==> src/rtl/sevenseg_pkg.sv <==
// rtl/sevenseg_pkg.sv - segment constants shared by the seven-segment display driver
//
// Purpose: segment bit positions within the cathode byte, the active-low
//          hex-to-segment table and the blank pattern.
// Ports:   none (package).
package sevenseg_pkg;

  // Cathode byte layout is {a,b,c,d,e,f,g,dp}; all segments active-low.
  localparam int SEG_A  = 7;
  localparam int SEG_G  = 1;
  localparam int SEG_DP = 0;

  localparam logic [6:0] SEG_BLANK = 7'h7F;

  // Entry n holds the {a..g} pattern for hex digit n; listed F down to 0.
  localparam logic [15:0][6:0] HEX_SEG_TABLE = {
    7'h38,  // F
    7'h30,  // E
    7'h42,  // d
    7'h31,  // C
    7'h60,  // b
    7'h08,  // A
    7'h04,  // 9
    7'h00,  // 8
    7'h0F,  // 7
    7'h20,  // 6
    7'h24,  // 5
    7'h4C,  // 4
    7'h06,  // 3
    7'h12,  // 2
    7'h4F,  // 1
    7'h01   // 0
  };

endpackage

==> src/rtl/seg_decode.sv <==
// rtl/seg_decode.sv - combinational nibble/dp/blank to active-low cathode byte
//
// Purpose: decodes one hex digit into the eight active-low cathode lines.
// Ports:   nibble_i  hex digit value
//          dp_i      decimal point, 1 = lit
//          blank_i   1 = force segments a-g off (dp unaffected)
//          cathode_o {a,b,c,d,e,f,g,dp}, active-low
module seg_decode
  import sevenseg_pkg::*;
(
  input  logic [3:0] nibble_i,
  input  logic       dp_i,
  input  logic       blank_i,
  output logic [7:0] cathode_o
);

  always_comb begin
    cathode_o              = 8'hFF;
    cathode_o[SEG_A:SEG_G] = blank_i ? SEG_BLANK : HEX_SEG_TABLE[nibble_i];
    cathode_o[SEG_DP]      = ~dp_i;
  end

endmodule

==> src/rtl/sevenseg_mux_n.sv <==
// rtl/sevenseg_mux_n.sv - multiplexed N-digit seven-segment driver with shadowed load
//
// Purpose: scans DIGITS common-anode digits, one slot per 2^DIV_W clocks, with
//          leading-zero blanking, 16-level PWM brightness and a valid/ready
//          load port whose data commits only at a frame boundary.
// Ports:   clk          system clock
//          clr          asynchronous active-low reset
//          data_in      hex digits, nibble i drives anode[i]
//          dp_in        decimal point per digit
//          load/ready   load handshake for data_in/dp_in
//          lz_blank     1 = blank leading zeros
//          bright       PWM level, 15 = lit for the whole slot
//          enable       0 = all anodes off
//          cathode      {a..g,dp}, active-low, registered
//          anode        digit enables, active-low, registered
//          frame_start  one-cycle pulse as slot 0 begins, registered
module sevenseg_mux_n
  import sevenseg_pkg::*;
#(
  parameter int DIGITS = 4,
  parameter int DIV_W  = 16
) (
  input  logic                  clk,
  input  logic                  clr,
  input  logic [4*DIGITS-1:0]   data_in,
  input  logic [DIGITS-1:0]     dp_in,
  input  logic                  load,
  output logic                  ready,
  input  logic                  lz_blank,
  input  logic [3:0]            bright,
  input  logic                  enable,
  output logic [7:0]            cathode,
  output logic [DIGITS-1:0]     anode,
  output logic                  frame_start
);

  localparam int SLOT_W = (DIGITS > 1) ? $clog2(DIGITS) : 1;
  localparam logic [SLOT_W-1:0] LAST_SLOT = SLOT_W'(DIGITS - 1);

  logic [DIV_W-1:0]    pre_q, pre_d;
  logic [SLOT_W-1:0]   slot_q, slot_d;
  logic [4*DIGITS-1:0] shadow_data_q, shadow_data_d;
  logic [DIGITS-1:0]   shadow_dp_q, shadow_dp_d;
  logic [4*DIGITS-1:0] active_data_q, active_data_d;
  logic [DIGITS-1:0]   active_dp_q, active_dp_d;
  logic                pending_q, pending_d;
  logic [DIGITS-1:0]   anode_q, anode_d;
  logic [7:0]          cathode_q, cathode_d;
  logic                frame_start_q, frame_start_d;

  logic                pre_end;
  logic                frame_end;
  logic [DIGITS-1:0]   blank_vec;
  logic [3:0]          cur_nibble;
  logic                cur_dp;
  logic                pwm_on;

  assign ready = ~pending_q;

  // Prescaler, slot counter and the shadow/active handoff.
  always_comb begin
    pre_end   = &pre_q;
    frame_end = pre_end && (slot_q == LAST_SLOT);

    pre_d  = pre_q + DIV_W'(1);
    slot_d = slot_q;
    if (pre_end) begin
      slot_d = (slot_q == LAST_SLOT) ? '0 : slot_q + SLOT_W'(1);
    end

    pending_d     = pending_q;
    shadow_data_d = shadow_data_q;
    shadow_dp_d   = shadow_dp_q;
    active_data_d = active_data_q;
    active_dp_d   = active_dp_q;

    // Commit looks only at the registered pending flag, so a load taken in
    // the boundary cycle itself waits for the next boundary.
    if (frame_end && pending_q) begin
      active_data_d = shadow_data_q;
      active_dp_d   = shadow_dp_q;
      pending_d     = 1'b0;
    end

    if (load && !pending_q) begin
      shadow_data_d = data_in;
      shadow_dp_d   = dp_in;
      pending_d     = 1'b1;
    end
  end

  // Digit i is blanked when it and every digit to its left are zero;
  // digit 0 always shows so a zero value is never fully dark.
  always_comb begin
    logic all_zero;
    all_zero  = 1'b1;
    blank_vec = '0;
    for (int i = DIGITS - 1; i >= 0; i--) begin
      all_zero     = all_zero && (active_data_q[4*i +: 4] == 4'h0);
      blank_vec[i] = lz_blank && (i != 0) && all_zero;
    end
  end

  assign cur_nibble = active_data_q[{slot_q, 2'b00} +: 4];
  assign cur_dp     = active_dp_q[slot_q];
  assign pwm_on     = (pre_q[DIV_W-1 -: 4] <= bright);

  seg_decode u_seg_decode (
    .nibble_i  (cur_nibble),
    .dp_i      (cur_dp),
    .blank_i   (blank_vec[slot_q]),
    .cathode_o (cathode_d)
  );

  always_comb begin
    anode_d = '1;
    if (enable && pwm_on) begin
      anode_d[slot_q] = 1'b0;
    end
    frame_start_d = (slot_q == '0) && (pre_q == '0);
  end

  always_ff @(posedge clk or negedge clr) begin
    if (!clr) begin
      pre_q         <= '0;
      slot_q        <= '0;
      shadow_data_q <= '0;
      shadow_dp_q   <= '0;
      active_data_q <= '0;
      active_dp_q   <= '0;
      pending_q     <= 1'b0;
      anode_q       <= '1;
      cathode_q     <= 8'hFF;
      frame_start_q <= 1'b0;
    end else begin
      pre_q         <= pre_d;
      slot_q        <= slot_d;
      shadow_data_q <= shadow_data_d;
      shadow_dp_q   <= shadow_dp_d;
      active_data_q <= active_data_d;
      active_dp_q   <= active_dp_d;
      pending_q     <= pending_d;
      anode_q       <= anode_d;
      cathode_q     <= cathode_d;
      frame_start_q <= frame_start_d;
    end
  end

  assign anode       = anode_q;
  assign cathode     = cathode_q;
  assign frame_start = frame_start_q;

endmodule

==> config.mk <==
export PLATFORM = sky130hd
export DESIGN_NAME = sevenseg_mux_n
export DESIGN_NICKNAME = d
export VERILOG_FILES = /design/src/rtl/sevenseg_pkg.sv /design/src/rtl/seg_decode.sv /design/src/rtl/sevenseg_mux_n.sv
export SDC_FILE = /design/constraint.sdc
export NUM_CORES = 1
export LEC_CHECK = 0
export CORE_ASPECT_RATIO = 1.75
export CORE_UTILIZATION = 49
export DETAILED_ROUTE_END_ITERATION = 10
export PLACE_DENSITY = 0.75
export SLEW_MARGIN = 10
export SYNTH_ARGS = -nofsm -noshare
export SYNTH_HDL_FRONTEND = slang
export SYNTH_HIERARCHICAL = 1
export SYNTH_SLANG_ARGS = --single-unit
==> constraint.sdc <==
create_clock -name clk -period 2.5 [get_ports clk]
set_input_delay 0.5 -clock clk [delete_from_list [all_inputs] [get_ports clk]]
set_output_delay 0.5 -clock clk [all_outputs]
set_load 0.05 [all_outputs]
Yosys cells after proc, flatten, opt, wreduce, memory -nomap -nowiden --
Memories as Yosys holds them, arrays and structs flattened. Cells that the tools add are included.
Storage, ports and cells: bits in registers 72, memory bits (read-only) 112, word-level logic and storage cells 53, memories kept 1
Memory list:
- (no name shown) | depth 16, bits a word 7, rd ports 1, clocked after memory_dff 0, write ports 0, RTL line seg_decode.sv:19 | cathode_o[SEG_A:SEG_G] = blank_i ? SEG_BLANK : HEX_SEG_TABLE[nibble_i];
Cells by class: add/subtract/negate cells 2, order comparisons 4, equality and inequality tests 1, shift-type cells 1, muxes and demuxes 12, bitwise gates (word level) 3, reduce and logical (&&, ||, !) cells 19
Operators with widths (count):
- $add A16 B1 Y16 const B | 1
- $logic_not A16 Y1 | 1
- $reduce_and A16 Y1 | 1
- $shiftx A16 B5 Y4 | 1
- $mux W7 | 2
- $logic_not A4 Y1 | 3
- $logic_and A1 B1 Y1 | 11
- $lt A4 B5 Y1 const B | 1
- $mux W1 | 5
- $bmux W1 S2 | 2
- $le A4 B4 Y1 | 1
- $mux W4 | 1
- $not A4 Y4 | 1
- $lt A2 B3 Y1 const B | 1
- $add A2 B1 Y2 const B | 1
- $demux W1 S2 | 1
- $eq A2 B2 Y1 const B | 1
- $ge A2 B1 Y1 const B | 1
- $logic_not A2 Y1 | 1
- $mux W2 | 1
- $not A1 Y1 | 2
- $reduce_bool A2 Y1 | 1
- $logic_not A1 Y1 | 1

Depth between registers and ports, before layout --
Gate-level depths: netlist of the first run.
depth in word-level cells 7, gate-level depth with buffers 6, gate-level depth less buffers 6

Modules after synthesis --
The synthesis of the first run kept the hierarchy.
By module, submodules not included:
- sevenseg_mux_n | instances 1, cells each 211, area each 3014.1 um^2
- seg_decode | instances 1, cells each 37, area each 297.8 um^2

Least setup slack after synthesis of the first run --
Ideal clock, no wire load.
path type register to register, start point reg slot_q[0], end point reg cathode_q[6] (netlist: cathode[6]), data arrival time 2261 ps, required time 2416 ps, setup slack 155 ps, cell stages (with the launch flop) 7, path buffers 1, cells stage by stage dfrtp_1 clkbuf_1 mux4_2 inv_1 ha_1 or2_1 a311o_1
Between the ends: word-level cells in the longest chain between the ends 4
RTL lines:
- start, declared | RTL line sevenseg_mux_n.sv:41 | logic [SLOT_W-1:0] slot_q, slot_d;
- start signal, assigned | RTL line sevenseg_mux_n.sv:137 | slot_q <= slot_d;
- $shiftx A16 B5 Y4 | RTL line sevenseg_mux_n.sv:104 | assign cur_nibble = active_data_q[{slot_q, 2'b00} +: 4];
- named net cur_nibble[0] | RTL line sevenseg_mux_n.sv:54 | logic [3:0] cur_nibble;
- $mem_v2 Z16 W7
- $mux W7 (implied by the code) | RTL line seg_decode.sv:19
- $mux W7 | RTL line seg_decode.sv:19
- named net cathode_d[6] | RTL line sevenseg_mux_n.sv:48 | logic [7:0] cathode_q, cathode_d;
- end signal, assigned | RTL line sevenseg_mux_n.sv:144 | cathode_q <= cathode_d;
- end, declared | RTL line sevenseg_mux_n.sv:48
The timed path passes the listed nets, and every way through them passes these cells. The select of a mux whose other input is x is not followed. A chain may end at the register's enable or synchronous reset.

Worst setup path after layout of the first run --
Same ends and word-level chain as after synthesis.

==> results.cfg, run 1 <==
[logic_synthesis]
synth_top_flop_cell = dfrtp_1
yosysSeqAreaShare = 0.549
syn_inst = 248
syn-num-nets = 294
yosysWarningCount = 6
synth_edf_count = 0
syn_area_um2 = 3310
async_flop_share = 1.00
yosysUniqueCellTypes = 38
synth-seq-cells = 72
avgSynthCellArea_um2 = 13.4

[timing]
period_share = 0.892
slew_headroom = 0.660
finClkSkew_ns = 0.00703
final_max_slew_viol_count = 0
rsz0062_at_grt = no
hold_viol_final = 0
finalSetupTns_ns = 0
setup_viol = 0
min_period_ns = 2.23
clock.fmax_mhz = 449
tightest_slew_ns = 0.506
whs_ns = 0.105

[setup_path]
arrival_ns = 2.48
r2r_start = slot_q[0]$_DFFE_PN0P_
criticalPathCategory = reg -> reg
critPathLaunch = slot_q[0]$_DFFE_PN0P_
worst_ep_required_time_ns = 2.75
cp-end-kind = flop
cp_max_fo = 7
worstSetupStartpointType = flop

[die]
rows = 39
start_util = 0.507
ios = 43
die_h_um = 111
design.core.area_um2 = 6540
die_w_um = 64.1
dieArea_um2 = 7100

[final_layout]
syn2layout_area_growth_pct = 24.9
fillers = 545
final_layout_size_suffix_gt1_frac = 0.269
nNetsFinal = 346
diodes = 0

[clocking]
clk_latency_ns = 0.32
post_cts_buffers = 0
h-tree-depth = 3
numCtsBuffers = 9
clock_sinks = 72
cts_hold_buf = 0
clockBufferDepth = 2
cts_resized = 0
cts-root-buf = clkbuf_16
path_clk_slew_ns = 0.05
cts_tree = yes

[routing]
wl_per_cell_um = 15.8
via_count = 2078
drc = 0
first_pass_iters = 4
viasPerCell = 5.37
drtIter0Drc = 88
postRouteAntennaNets = 0
totalWireLength_um = 6130

[grt]
gr-usage-met2 = 0.367
grt_pass1_vias = 2332
grt_antenna_before_repair = 0
use_met3 = 0.0576
grtUsageMet1 = 0.201
grt_most_used_layer = met2
grt_max_degree = 57
grt_overflow = 0
grt_use_total = 0.200
grt_pass1_wl_um = 10500

[run]
cap_violations = 0

[placed_design]
dp.final_hpwl_um = 4540
gp_congestion = 0.810
io_buffers = 42

[power_and_ir_drop]
ir_drop_mv = 0.449
p_leak_nw = 1.90
power_w = 0.00258
power.density_nw_per_um2 = 623

[run_status]
status = complete, no violations

[worst_hold_path]
hp-class = in -> async
## path summary, 6_finish.rpt
check                           slack, ns                            to  depth (start not counted)
worst max-delay path                 0.27          cathode[6]$_DFF_PN1_                          5
worst min-delay path                 0.11  active_data_q[0]$_DFFE_PN0P_                          1
min in group clk                     0.50    active_dp_q[2]$_DFFE_PN0P_                          1
max in group asynchronous            1.72            anode[0]$_DFF_PN1_                          2
worst max register to register       0.27          cathode[6]$_DFF_PN1_                          5
worst min register to register       0.50    active_dp_q[2]$_DFFE_PN0P_                          1
## placed cells by master (no fill, tap or decap), drive strengths merged, types with 6 or more instances in the layout
cell type      netlist  routed
clkdlybuf4s50        0      41
mux2                43      43
dfrtp               60      60
inv                 18      18
dfstp               12      12
buf                  5       8
ha                  17      17
nand2                8       8
xnor2                9       9
nand3               11      11
clkbuf               3      12
nor4                 6       6
nor2                 7       7
## Yosys cell counts, types with 2 or more instances
master | number | share of area
nor4b_1 | 2 | 0.0053
o22ai_1 | 2 | 0.0038
nor2_1 | 7 | 0.0079
xor2_1 | 5 | 0.013
dfrtp_1 | 60 | 0.45
dfstp_2 | 12 | 0.095
nand2_1 | 8 | 0.0091
nor2b_1 | 2 | 0.0038
nor4_1 | 6 | 0.011
a211o_1 | 2 | 0.0053
a21oi_1 | 2 | 0.0030
nand4_1 | 4 | 0.0076
mux2i_1 | 3 | 0.0091
clkbuf_1 | 3 | 0.0034
nand3_1 | 11 | 0.017
ha_1 | 17 | 0.064
mux2_1 | 3 | 0.010
mux4_2 | 5 | 0.034
a32oi_1 | 2 | 0.0053
xnor2_1 | 9 | 0.024
nand2b_1 | 2 | 0.0038
buf_6 | 3 | 0.010
nor3_1 | 4 | 0.0060
and3_1 | 3 | 0.0057
mux2_2 | 40 | 0.14
inv_1 | 18 | 0.020
and4_1 | 2 | 0.0053
## worst max-delay path: stages (launching register included)
cell and delay, ns:
dfrtp_1 0.53, mux4_2 0.63, inv_1 0.16, ha_1 0.24, or2_1 0.24, a311o_1 0.35
## cells by family (layout without fill, tap and decap cells)
logic type                 Yosys count  after routing  share of synthesized area
and+or+nand+nor                     55             55                     0.0948
AOI/OAI and AO/OA                   13             13                     0.0295
xor gates and xnor gates            14             14                     0.0370
muxes                               51             51                      0.189
adders and majority gates           17             17                     0.0642
DFF                                 72             72                      0.549
buffers and inverters               26             83                     0.0366
## registers in the layout, indices dropped and copies added, names as in the netlist
name	cells
frame_start	1
pending_q	1
shadow_dp_q	4
shadow_data_q	16
active_dp_q	4
slot_q	2
active_data_q	16
cathode	8
pre_q	16
anode	4
## area by class of cell
type	instances	area, µm²	area share
Clock inverter	4	45.0	0.0109
Timing Repair Buffer	49	480	0.116
Tap cell	82	103	0.0248
Clock buffer	12	246	0.0596
Inverter	18	67.6	0.0163
Sequential cell	72	1820	0.439
Multi-Input combinational cell	150	1380	0.333
## per-layer routing
metal  wire (µm)  vias to the layer above
li1            -                      980
met1        2210                     1037
met2        3550                       49
met3         209                       12
met4         157                        0
met5           0                        -
## power by group
part / total, W / switching, W / internal, W
logic: 0.000117 / 0.0000448 / 0.0000719
registers: 0.00123 / 0.0000212 / 0.00121
clock network: 0.00123 / 0.000437 / 0.000794
## stage by stage
step,instance area (µm²),setup slack [ns],util,instances
floorplan,3310,0.155,-,248
global placement,3840,0.323,0.588,371
global route,4140,0.126,0.632,387
detailed placement,3840,0.275,0.588,371
CTS,4140,0.263,0.632,387
finish,4140,0.271,0.632,387
(Power assumes the default switching activity.)
==> inputs of run 2 (changes only) <==
ABC_AREA = 1   (was unset)
CORE_UTILIZATION = 50   (was 49)
PLACE_DENSITY = 0.76   (was 0.75)
==> results.cfg, run 2 <==
[clocking]
post_cts_buffers = 0
cts_tree = yes
cts_resized = 0
clockBufferDepth = 2
cts_hold_buf = 0
h-tree-depth = 3
clk_latency_ns = 0.33
cts-root-buf = clkbuf_16
path_clk_slew_ns = 0.06
clock_sinks = 72
numCtsBuffers = 9

[placed_design]
place_ws_ns = 0.309
io_buffers = 42
placed_cell_area_um2 = 4010
dp.cells = 485
gp_congestion = 0.961
dp.final_hpwl_um = 4900

[worst_hold_path]
hp-class = in -> async

[logic_synthesis]
synth_top_area_share = 0.426
syn_inst = 368
yosys-top-cells-area = dfrtp_1 (43%), dfstp_2 (8.9%), nand2_1 (8.5%)
async_flop_share = 1.00
avgSynthCellArea_um2 = 9.59
yosysWarningCount = 6
yosysSeqAreaShare = 0.515
synthTopCellsByCount = nand2_1 (80), dfrtp_1 (60), nand3_1 (29), inv_1 (28), nor2_1 (27)
yosysMostFrequentCell = nand2_1
syn_area_um2 = 3530
synth-seq-cells = 72
yosysUniqueCellTypes = 29
syn-num-nets = 414
synth_edf_count = 0
synth_top_flop_cell = dfrtp_1
yosys.area.top_type = dfrtp_1

[timing]
finalSetupTns_ns = 0
tightest_slew_ns = 0.673
hold_viol_final = 0
finClkSkew_ns = 0.00614
rsz0062_at_grt = no
slew_headroom = 0.552
setup_slack_ns = 0.303
final_max_slew_viol_count = 0
setup_viol = 0
clock.fmax_mhz = 455
min_period_ns = 2.20
period_share = 0.879

[routing]
via_count = 2687
top_layer = met4
drtIter0Drc = 158
drc = 0
totalWireLength_um = 6620
first_pass_iters = 5
viasPerCell = 5.36
wl_met1_um = 2570
postRouteAntennaNets = 0
wl_met2_um = 3570
wl_per_cell_um = 13.2
wl_met3_um = 227

[die]
die_h_um = 113
dieArea_um2 = 7410
rows = 40
ios = 43
die_w_um = 65.5
start_util = 0.515
design.core.area_um2 = 6860

[final_layout]
syn2layout_area_growth_pct = 21.7
final_cell_mix = nand2_1 (80), dfrtp_1 (60), clkdlybuf4s50_1 (41)
final_common_cell = nand2_1
reg.largest.list = active_data_q: 16 flops, pre_q: 16 flops, shadow_data_q: 16 flops
final_area_um2 = 4290
fin_cells = 501
nNetsFinal = 458
final_layout_size_suffix_gt1_frac = 0.156
diodes = 0

[grt]
grt_antenna_before_repair = 0
grt_pass1_wl_um = 11500
grt_use_total = 0.206
grt_overflow = 0
grt_max_degree = 44
grt_pass1_vias = 2703

[run_status]
status = complete, no violations

[setup_path]
worstSetupStartpointType = flop
criticalPathCategory = reg -> reg
worst_ep_required_time_ns = 2.75
cp_max_fo = 15
crit_chain = inv_1 > nor2_1 > o22ai_1 > inv_1 > ha_1 > nand2_1 > nand3_1 > nand3_1
cp-end-kind = flop
crit_path_top_delay_cell = dfrtp_1
critPathMaxStageDelay_ns = 0.52
arrival_ns = 2.45

[power_and_ir_drop]
ir_drop_mv = 0.433
power.density_nw_per_um2 = 596
p_leak_nw = 2.10
power_w = 0.00256

[run]
cap_violations = 0
==> run 2: cell count changes after synthesis, sizes merged, moves of 6 or more <==
cell   previous run  this run
nand2             8        82
xnor2             9         1
mux2             43        20
nand4             4        26
nor4              6         0
inv              18        32
nor2              7        29
nand3            11        30
o21ai             1        15
==> run 2: cell type report <==
| class | count | area, µm² |
|---|---|---|
| sequential | 72 | 1820 |
| clock inverter | 4 | 45.0 |
| inverter | 32 | 120 |
| multi-input combinational | 249 | 1500 |
| tap | 84 | 105 |
| clock buffer | 12 | 236 |
| timing repair buffer | 48 | 473 |
| fill | 558 | 2560 |
==> run 2: final timing paths <==
check / to / depth (start not counted) / from / slack, ns
worst min register to register: active_dp_q[0]$_DFFE_PN0P_ / 2 / active_dp_q[0]$_DFFE_PN0P_ / 0.47
max in group asynchronous: cathode[3]$_DFF_PN1_ / 2 / clr / 1.61
worst max-delay path: cathode[4]$_DFF_PN1_ / 8 / slot_q[0]$_DFFE_PN0P_ / 0.30
worst min-delay path: pre_q[10]$_DFF_PN0_ / 1 / clr / 0.21
min in group clk: active_dp_q[0]$_DFFE_PN0P_ / 2 / active_dp_q[0]$_DFFE_PN0P_ / 0.47
worst max register to register: cathode[4]$_DFF_PN1_ / 8 / slot_q[0]$_DFFE_PN0P_ / 0.30
==> run 2: critical path: cells and delay by family (launching register included) <==
family,cells,cell delay (ns)
DFF,1,0.52
and+or+nand+nor,4,0.28
adders and majority gates,1,0.36
buffers and inverters,2,0.55
AOI/OAI and AO/OA,1,0.40
==> run 2: cell families after synthesis <==
family | count (synthesis) | synth area share
muxes | 20 | 0.0638
and+or+nand+nor | 178 | 0.237
DFF | 72 | 0.515
AOI/OAI and AO/OA | 23 | 0.0362
adders and majority gates | 17 | 0.0603
buffers and inverters | 47 | 0.0610
xor gates and xnor gates | 11 | 0.0273
==> run 2: report_power, final <==
group          switching [W]  internal [W]  leakage, nW  total (W)
combinational      0.0000443     0.0000717         1.04   0.000116
clock               0.000448      0.000767        0.140    0.00122
sequential         0.0000196       0.00121        0.912    0.00123
==> run 2: metrics by stage <==
stage / hold WS [ns] / utilization
after CTS: 0.227 / 0.626
after global routing: 0.274 / 0.626
after detailed placement: 0.465 / 0.585
after global placement: 0.459 / 0.585
after floorplan: 0.204 / -
final: 0.212 / 0.626
==> run 2: routing by layer <==
metal / global-route usage / vias to the layer above
li1: - / 1312
met1: 0.225 / 1287
met2: 0.348 / 66
met3: 0.0494 / 22
met4: 0.128 / 0
met5: 0 / -
